[config.mk]
export PLATFORM = sky130hd
export DESIGN_NAME = segasys1_sndcmd_fifo
export DESIGN_NICKNAME = d
export VERILOG_FILES = /design/src/rtl/segasys1_sndcmd_fifo.sv
export SDC_FILE = /design/constraint.sdc
export NUM_CORES = 1
export LEC_CHECK = 0
export BUFFER_PORTS_ARGS = -buffer_cell sky130_fd_sc_hd__buf_2
export CORE_UTILIZATION = 55
export CTS_CLUSTER_SIZE = 40
export DETAILED_ROUTE_END_ITERATION = 16
export PLACE_DENSITY = 0.78
export SLEW_MARGIN = 20
export SYNTH_ARGS = -nofsm -noshare
export SYNTH_HDL_FRONTEND = slang
export SYNTH_SLANG_ARGS = --single-unit
export TNS_END_PERCENT = 50
[constraint.sdc]
create_clock -name CLK40M -period 2.1 [get_ports CLK40M]
set_input_delay 0.21 -clock CLK40M [delete_from_list [all_inputs] [get_ports CLK40M]]
set_output_delay 0.21 -clock CLK40M [all_outputs]
set_load 0.02 [all_outputs]
[src/rtl/segasys1_sndcmd_fifo.sv]
// segasys1_sndcmd_fifo
// Command mailbox from the main CPU to the sound CPU. Each main-CPU write
// access is edge-detected and queued in a first-word-fall-through FIFO. The
// sound CPU is interrupted while the queue holds entries, and each of its
// read accesses pops one entry.
//
// Ports
//   CLK40M  : system clock, rising edge
//   RESET   : synchronous active-high reset
//   HWR/HDI : main-CPU write strobe (level) and write data
//   SRD     : sound-CPU read strobe (level); the pop happens on its falling edge
//   SDO     : head entry, all ones when empty
//   SRQ     : sound interrupt request (queue not empty)
//   SPULSE  : one-clock pulse per accepted push (legacy request)
//   EMPTY/FULL/CNT : occupancy status
//   OVF/OVFCLR     : sticky overflow flag and its level clear
module segasys1_sndcmd_fifo #(
    parameter int DW        = 8,
    parameter int DEPTH     = 4,
    parameter int OVERWRITE = 0
) (
    input  logic                     CLK40M,
    input  logic                     RESET,
    input  logic                     HWR,
    input  logic [DW-1:0]            HDI,
    input  logic                     SRD,
    output logic [DW-1:0]            SDO,
    output logic                     SRQ,
    output logic                     SPULSE,
    output logic                     EMPTY,
    output logic                     FULL,
    output logic [$clog2(DEPTH):0]   CNT,
    output logic                     OVF,
    input  logic                     OVFCLR
);

    localparam int AW = $clog2(DEPTH);
    localparam int CW = AW + 1;
    localparam logic OVW_EN = (OVERWRITE != 0);

    logic [DW-1:0] mem [DEPTH];
    logic [AW-1:0] wp;
    logic [AW-1:0] rp;
    logic [CW-1:0] cnt;
    logic          hwr_q;
    logic          srd_q;
    logic          spulse_q;
    logic          ovf_q;

    logic push_req;
    logic pop_req;
    logic empty;
    logic full;
    logic do_pop;
    logic do_push;
    logic do_ovw;
    logic ovf_set;

    assign push_req = HWR & ~hwr_q;
    // Falling edge so SDO stays stable for the whole read access.
    assign pop_req  = ~SRD & srd_q;

    assign empty    = (cnt == '0);
    assign full     = (cnt == CW'(DEPTH));

    assign do_pop   = pop_req & ~empty;
    // A pop in the same clock frees the slot a full queue would otherwise lack.
    assign do_push  = push_req & (~full | do_pop);
    assign ovf_set  = push_req & full & ~do_pop;
    assign do_ovw   = ovf_set & OVW_EN;

    always_ff @(posedge CLK40M) begin
        if (RESET) begin
            wp       <= '0;
            rp       <= '0;
            cnt      <= '0;
            hwr_q    <= 1'b0;
            srd_q    <= 1'b0;
            spulse_q <= 1'b0;
            ovf_q    <= 1'b0;
        end else begin
            hwr_q    <= HWR;
            srd_q    <= SRD;
            spulse_q <= do_push | do_ovw;

            if (do_push) begin
                wp <= wp + AW'(1);
            end
            if (do_pop) begin
                rp <= rp + AW'(1);
            end

            case ({do_push, do_pop})
                2'b10:   cnt <= cnt + CW'(1);
                2'b01:   cnt <= cnt - CW'(1);
                default: cnt <= cnt;
            endcase

            // Set has priority over a simultaneous clear.
            if (ovf_set) begin
                ovf_q <= 1'b1;
            end else if (OVFCLR) begin
                ovf_q <= 1'b0;
            end
        end
    end

    // Storage is not reset; writes are still suppressed while RESET is high.
    always_ff @(posedge CLK40M) begin
        if (!RESET) begin
            if (do_push) begin
                mem[wp] <= HDI;
            end else if (do_ovw) begin
                mem[wp - AW'(1)] <= HDI;
            end
        end
    end

    assign SDO    = empty ? {DW{1'b1}} : mem[rp];
    assign SRQ    = ~empty;
    assign SPULSE = spulse_q;
    assign EMPTY  = empty;
    assign FULL   = full;
    assign CNT    = cnt;
    assign OVF    = ovf_q;

endmodule

# == Yosys cells after proc, flatten, opt, wreduce, memory -nomap -nowiden ==
# Memories as Yosys holds them, arrays and structs flattened. A register that Yosys moved wholly into a read port is not among the register bits.
# Index checks and enable logic that the tools add are counted.
# word_totals
regBits,11
latchBits,0
ramBits,32
romBits,0
output_inout_bits,16
wordCells,39
memories,1
# mem_list
name,words,word_bits,read_ports,rd_ports_with_merged_regs,write_ports,line,source
mem,4,8,1,1,1,41,logic [DW-1:0] mem [DEPTH];
# classes
addsub,4
n_mul,0
div,0
magnitude_cmp,0
eq_ne,3
n_shift,0
n_mux,9
bitwise,12
n_reduce_logical,3
# op_table
cell,n
two-way mux 8 bit,1
AND 1 bit,6
one-hot mux 3 bit (2 select lines),1
two-way mux 1 bit,5
inverter 1 bit,5
adder 2 x 1 -> 2 bit (second input constant),2
two-way mux 2 bit,2
nonzero test 2 bit,2
adder 3 x 1 -> 3 bit (second input constant),1
== test 3 bit (second input constant),1
zero test 3 bit,1
subtractor 3 x 1 -> 3 bit (second input constant),1
== test 2 x 1 -> 1 bit (second input constant),1
== test 2 bit (second input constant),1
bitwise OR 1 bit,1

# == Longest topological paths before layout ==
# Gate-level depths: netlist of run 1.
# depth
depth_word,8
mapped_depth,8

# == Least setup slack after synthesis of run 1 ==
# No wires, ideal clock.
# synth_path
path_type,register to register
from,"register cnt[1], in the netlist CNT[1]"
to,"register cnt[1], in the netlist CNT[1]"
setup_ns,0.074
t_arrival_ns,1.884
required_ns,2.026
setup_slack_ns,0.142
path_stages_with_launch,6
n_path_buf,0
cell_sequence,dfxtp_1 or3_4 nand2_1 fa_1 or3_1 a31oi_1
# synth_via
elab_chain_len,7
elab_cells_between_ends,13
classes_between,add/sub: 2; eq/ne: 3; mux: 1; bitwise: 5; reduce/logical: 2
# synth_lines
element,line,source
"start, declared",44,logic [CW-1:0] cnt;
"start signal, assigned",94,2'b10: cnt <= cnt + CW'(1);
"start signal, assigned",95,2'b01: cnt <= cnt - CW'(1);
"start signal, assigned",96,default: cnt <= cnt;
zero test 3 bit *,63,assign empty = (cnt == '0);
inverter 1 bit *,n/a,
net SRQ,28,"output logic SRQ,"
AND 1 bit *,66,assign do_pop = pop_req & ~empty;
bitwise OR 1 bit,68,assign do_push = push_req & (~full | do_pop);
AND 1 bit,68,
== test 2 x 1 -> 1 bit / == test 2 bit (equally long branches),93,"case ({do_push, do_pop})"
one-hot mux 3 bit (2 select lines) / nonzero test 2 bit (equally long branches),n/a,
# Mark *: on every way through the listed nets, which the timed path passes. The rest lies on a longest branch.
# A chain may end at the register's enable or synchronous reset.

==> results of run 1 <==
-- layout by cell type, fill, tap and decap left out, drive strengths merged --
master	instances
a21oi	5
a31oi	3
and2	5
and2b	1
and3b	1
buf	33
bufinv	2
clkbuf	5
clkinv	1
dfxtp	13
edfxtp	32
fa	1
ha	4
inv	5
mux2i	2
mux4	8
nand2	4
nand2b	3
nand3	4
nor2	8
nor2b	4
o211ai	1
o21ai	3
o221ai	1
or2	8
or3	3
or4	1
xnor2	2
xor2	1
-- registers in the layout, summed over array words and instances, names as in the netlist, named ones only --
signal,count
mem,32
CNT,3
rp,2
wp,2
OVF,1
SPULSE,1
hwr_q,1
srd_q,1
-- metal layers --
metal  part of all wire [%]  up-vias
met4                    1.8        0
met2                     52       33
li1                       -      538
met5                      0        -
met1                     41      556
met3                    5.1        4
-- power breakdown --
group	total, mW	internal, mW	switching [mW]
logic	0.177	0.0728	0.104
registers	0.989	0.975	0.0141
clock network	0.641	0.369	0.273
total	1.81	1.42	0.391
-- worst min path at each step --
stage / end / cells past startpoint / slack (ns)
2_1_floorplan: srd_q / 1 / 0.28
3_3_place_gp: mem[2][3] / 1 / 0.42
3_5_place_dp: mem[0][1] / 1 / 0.43
4_1_cts: mem[2][7] / 1 / 0.05
5_1_grt: mem[3][7] / 1 / 0.04
6_report: mem[0][6] / 1 / 0.05
-- worst max-delay path: stages (launching register included) --
cell and delay [ns]:
dfxtp_2 0.34, buf_6 0.15, mux4_2 0.51, or2_2 0.28
buf_2 0.16
-- area by class of cell --
| class | count | share of cell area, % |
|---|---|---|
| Sequential cell | 45 | 55.8 |
| Multi-Input combinational cell | 73 | 27.8 |
| Timing Repair Buffer | 33 | 8.29 |
| Clock inverter | 3 | 2.97 |
| Tap cell | 44 | 2.51 |
| Clock buffer | 5 | 1.71 |
| Inverter | 5 | 0.857 |
-- logic make-up after synthesis --
group	after synthesis	share of synthesized area, %
and+or+nand+nor	42	12.7
muxes	10	10.7
adders and majority gates	5	3.74
xor gates and xnor gates	3	1.40
AOI/OAI and AO/OA	13	4.01
DFF	45	65.2
buffers and inverters	10	2.20
-- through the flow --
step                instances  instance area (um2)  utilization [%]  worst slack, ns  total power [mW]
floorplan                 128                 1870                -            0.142              1.12
global placement          200                 2080             66.6            0.254              1.17
detailed placement        200                 2080             66.6            0.124              1.19
CTS                       208                 2180             69.8          0.00803              1.82
global route              208                 2190             70.0         0.000643              1.87
finish                    208                 2190             70.0           0.0836              1.81
==> impl_metrics.py, run 1 <==
metrics = {
    "run_status": {
        "outcome": "finished, final reports clean",
    },
    "floorplan": {
        "die_x_um": 60.3,
        "start_util_pct": 59.8,
        "top_level_ports": 29,
        "core.rowCount": 20,
        "core_area_um2": 3130,
        "fp.dieArea_um2": 3640,
        "die_y_um": 60.3,
    },
    "worst_setup_path": {
        "required_ns": 1.89,
        "worstReg2RegStart": "CNT[1]",
        "crit_path_start_kind": "flop",
        "cp-endpoint": "SDO[7]",
        "r2r_cells": 5,
        "r2r_slack_ns": 0.10,
        "crit_fanout": 8,
        "critPathCaptureType": "output port",
        "crit_arrival_ns": 1.81,
        "worstReg2RegEnd": "CNT[1]",
        "worstSetupPathType": "reg -> out",
    },
    "global_route": {
        "grt_pass1_vias": 1092,
        "grt_util_met3_pct": 7.04,
        "grt_use_total_pct": 21.7,
        "gr-usage-met2_pct": 37.0,
        "gr-total-overflow": 0,
        "grt_pass1_wl_um": 5310,
        "grt_max_degree": 15,
        "antenna_found_initial": 0,
        "use_met1_pct": 25.0,
        "busiest_layer": "met2",
    },
    "yosys": {
        "yosysMostFrequentCell": "edfxtp_1",
        "synth.top_cell.area_share_pct": 51.3,
        "syn-num-nets": 146,
        "ys_seq_area_share_pct": 65.2,
        "async_reset_ff_share_pct": 0,
        "synth_common_cells": "32 x edfxtp_1, 13 x dfxtp_1, 8 x mux4_2, 8 x nor2_1, 8 x or2_2",
        "syn-cell-area_um2": 1870,
        "yosys.area.top_type": "edfxtp_1",
        "synth_cell_type_count": 30,
        "synth-edff-count": 32,
        "synth-main-ff-cell": "edfxtp_1",
        "syn_inst": 128,
        "avgSynthCellArea_um2": 14.6,
        "synth_seq_cells": 45,
        "synthTopCellsByArea": "edfxtp_1 51%, dfxtp_1 14%, mux4_2 9.6%",
        "yosysWarnings": 0,
    },
    "clock_network": {
        "cts_buffer_depth": 2,
        "clockRootBuffer": "clkbuf_4",
        "clk_latency_ns": 0.37,
        "cts_hold_buf": 0,
        "clk_pin_slew_worst_paths_ns": 0.14,
        "cts_tree": "done",
        "cts_setup_buffers": 0,
        "cts_sinks": 45,
        "cts_buffers": 5,
        "ctsResizeCount": 0,
        "cts_max_level": 2,
    },
    "power_and_ir_drop": {
        "powerDensity_nw_per_um2": 825,
        "leakage_nw": 0.779,
        "ir_drop_uv": 556,
    },
    "placed_design": {
        "portBuffers": 28,
        "post-dp-hpwl_um": 2340,
        "gp_congestion": 0.932,
    },
    "finish": {
        "nFillCells": 237,
        "final-seq-area_um2": 1220,
        "diodes": 0,
        "multi_input_area_um2": 609,
        "syn_to_final_growth_pct": 17.0,
        "drive_gt1_share_pct": 36.6,
        "fin_nets": 181,
    },
    "min_path": {
        "min_from": "HDI[6]",
        "hp-class": "in -> reg",
    },
    "routing": {
        "detail-route-antenna-nets": 0,
        "drcViolationCount": 0,
        "avgRoutedWirePerCell_um": 16.0,
        "vias": 1131,
        "drt-pass1-iter-count": 5,
        "totalWireLength_um": 3320,
        "via_per_inst": 5.44,
        "initialDrtViolationCount": 38,
    },
    "flow_run": {
        "maxCapViolations": 0,
    },
    "timing": {
        "rsz0062_at_grt": "false",
        "slew_headroom_pct": 70.2,
        "clock_skew_ns": 0.0180,
        "max_freq_mhz": 496,
        "fin_crit_sh_pct": 96.0,
        "maxSlewViolCount": 0,
        "hold_ws_ns": 0.0544,
        "min_period_ns": 2.02,
        "finalSetupViolCount": 0,
        "fin_tns_setup_ns": 0,
        "hold_viol": 0,
        "worstMarginPinSlew_ns": 0.446,
    },
}
Note: power is estimated with default switching activity, not from simulation.
==> inputs of run 2 (changes only) <==
--- a/config.mk
+++ b/config.mk
@@ -6,10 +6,9 @@
 export NUM_CORES = 1
 export LEC_CHECK = 0
 export BUFFER_PORTS_ARGS = -buffer_cell sky130_fd_sc_hd__buf_2
-export CORE_UTILIZATION = 55
+export CORE_UTILIZATION = 25
 export CTS_CLUSTER_SIZE = 40
 export DETAILED_ROUTE_END_ITERATION = 16
-export PLACE_DENSITY = 0.78
 export SLEW_MARGIN = 20
 export SYNTH_ARGS = -nofsm -noshare
 export SYNTH_HDL_FRONTEND = slang
==> run 2 against run 1 <==
- non-clock buffer count rose by 1
- die area rose by 120%
- first-iteration DRC count did not move
- register-to-register slack improved by 0.09 ns
- largest cell class unchanged
- combinational power barely moved
- sequential power barely moved
- worst hold slack improved by 0.071 ns
- sequential share of layout area fell by 1.6 points
- design area rose by 2.9%
- total power fell by 5.4%
- core utilization fell by 39 points
- clock-buffer cell count did not move
==> impl_metrics.py, run 2 (synthesis results as in run 1) <==
metrics = {
    "finish": {
        "final_area_um2": 2250,
        "largest-register": "mem",
        "nFillCells": 729,
        "fin_nets": 182,
        "diodes": 0,
        "syn_to_final_growth_pct": 20.3,
        "largest_reg_flops": 32,
        "drive_gt1_share_pct": 36.4,
        "final_cell_mix": "32 x edfxtp_1, 28 x buf_2, 13 x dfxtp_1",
        "mostFrequentLayoutCell": "edfxtp_1",
    },
    "worst_setup_path": {
        "r2r_cells": 5,
        "required_ns": 1.89,
        "crit_fanout": 8,
        "worstSetupPathType": "reg -> out",
        "cpPeakStageDelay_ns": 0.53,
        "slowest_stage": "mux4_2",
        "critPathCaptureType": "output port",
        "crit_arrival_ns": 1.78,
        "crit_chain": "buf_4, mux4_2, or2_2, buf_2",
        "worstReg2RegEnd": "CNT[1]",
        "r2r_slack_ns": 0.19,
        "crit_path_start_kind": "flop",
        "worstReg2RegStart": "CNT[1]",
    },
    "placed_design": {
        "portBuffers": 28,
        "post-dp-hpwl_um": 2260,
        "gp_congestion": 0.786,
        "place_area_um2": 2160,
    },
    "timing": {
        "hold_ws_ns": 0.125,
        "clock_skew_ns": 0.00495,
        "maxSlewViolCount": 0,
        "hold_viol": 0,
        "max_freq_mhz": 503,
        "worstMarginPinSlew_ns": 0.413,
        "slew_headroom_pct": 72.5,
        "rsz0062_at_grt": "false",
        "finalSetupViolCount": 0,
        "min_period_ns": 1.99,
        "fin_crit_sh_pct": 94.8,
        "fin_tns_setup_ns": 0,
    },
    "clock_network": {
        "cts_tree": "done",
        "clk_latency_ns": 0.30,
        "cts_hold_buf": 0,
        "ctsResizeCount": 0,
        "cts_setup_buffers": 0,
        "clk_pin_slew_worst_paths_ns": 0.09,
        "clockRootBuffer": "clkbuf_8",
        "cts_max_level": 2,
        "cts_sinks": 45,
        "cts_buffers": 5,
        "cts_buffer_depth": 2,
    },
    "global_route": {
        "gr-total-overflow": 0,
        "grt_max_degree": 17,
        "grt_pass1_wl_um": 4970,
        "antenna_found_initial": 0,
        "grt_pass1_vias": 992,
        "grt_use_total_pct": 8.87,
    },
    "power_and_ir_drop": {
        "powerDensity_nw_per_um2": 759,
        "p_total_mw": 1.71,
        "leakage_nw": 0.772,
        "ir_drop_uv": 248,
    },
    "floorplan": {
        "top_level_ports": 29,
        "die_y_um": 88.5,
        "fp.dieArea_um2": 7840,
        "core.rowCount": 31,
        "core_area_um2": 7250,
        "die_x_um": 88.5,
        "start_util_pct": 25.8,
    },
    "routing": {
        "vias": 1086,
        "via_per_inst": 4.11,
        "initialDrtViolationCount": 38,
        "avgRoutedWirePerCell_um": 12.2,
        "detail-route-antenna-nets": 0,
        "drcViolationCount": 0,
        "drt-pass1-iter-count": 4,
        "totalWireLength_um": 3220,
    },
    "run_status": {
        "outcome": "finished, final reports clean",
    },
    "flow_run": {
        "maxCapViolations": 0,
    },
    "min_path": {
        "hp-class": "in -> reg",
        "min_path_cells": 1,
        "min_from": "HDI[6]",
        "worstHoldEndpoint": "mem[2][6]",
    },
}
-- run 2: how the worst max path moves through the flow --
stage | cells past startpoint | slack (ns) | from | to
6_report | 4 | 0.11 | flop | SDO[3]
3_5_place_dp | 5 | 0.19 | CNT[1] | CNT[1]
4_1_cts | 4 | 0.08 | flop | SDO[3]
2_1_floorplan | 5 | 0.14 | CNT[1] | CNT[1]
5_1_grt | 4 | 0.03 | flop | SDO[3]
3_3_place_gp | 5 | 0.24 | CNT[1] | CNT[1]
-- run 2: layout make-up --
class,count,area [um2],area share (%)
Tap cell,99,124,5.50
Clock inverter,3,25.0,1.11
Sequential cell,45,1220,54.2
Clock buffer,5,68.8,3.06
Multi-Input combinational cell,73,609,27.1
Timing Repair Buffer,34,185,8.22
Inverter,5,18.8,0.833
-- run 2: worst max-delay path: cells and delay by family, from the launching register on --
| family | cells | cell delay (ns) |
|---|---|---|
| buffers and inverters | 2 | 0.36 |
| and+or+nand+nor | 1 | 0.28 |
| muxes | 1 | 0.53 |
| DFF | 1 | 0.32 |
-- run 2: through the flow --
step / util (%) / setup WS [ns] / instances
2_1_floorplan: - / 0.142 / 128
6_report: 31.1 / 0.110 / 264
3_3_place_gp: 29.8 / 0.242 / 256
4_1_cts: 31.1 / 0.0774 / 264
5_1_grt: 31.1 / 0.0270 / 264
3_5_place_dp: 29.8 / 0.189 / 256
-- run 2: power breakdown --
part | total [mW] | switching [mW] | internal, mW | leakage [nW]
logic | 0.177 | 0.103 | 0.0738 | 0.332
registers | 0.988 | 0.0138 | 0.974 | 0.396
clock network | 0.544 | 0.304 | 0.240 | 0.0447
total | 1.71 | 0.421 | 1.29 | 0.772
-- run 2: layer usage --
| metal | up-vias | share of wire [%] | track usage (%) |
|---|---|---|---|
| met1 | 523 | 45 | 10.7 |
| met3 | 5 | 4.3 | 3.08 |
| met2 | 20 | 48 | 13.9 |
| li1 | 538 | - | - |
| met5 | - | 0 | 0 |
| met4 | 0 | 2.1 | 4.84 |
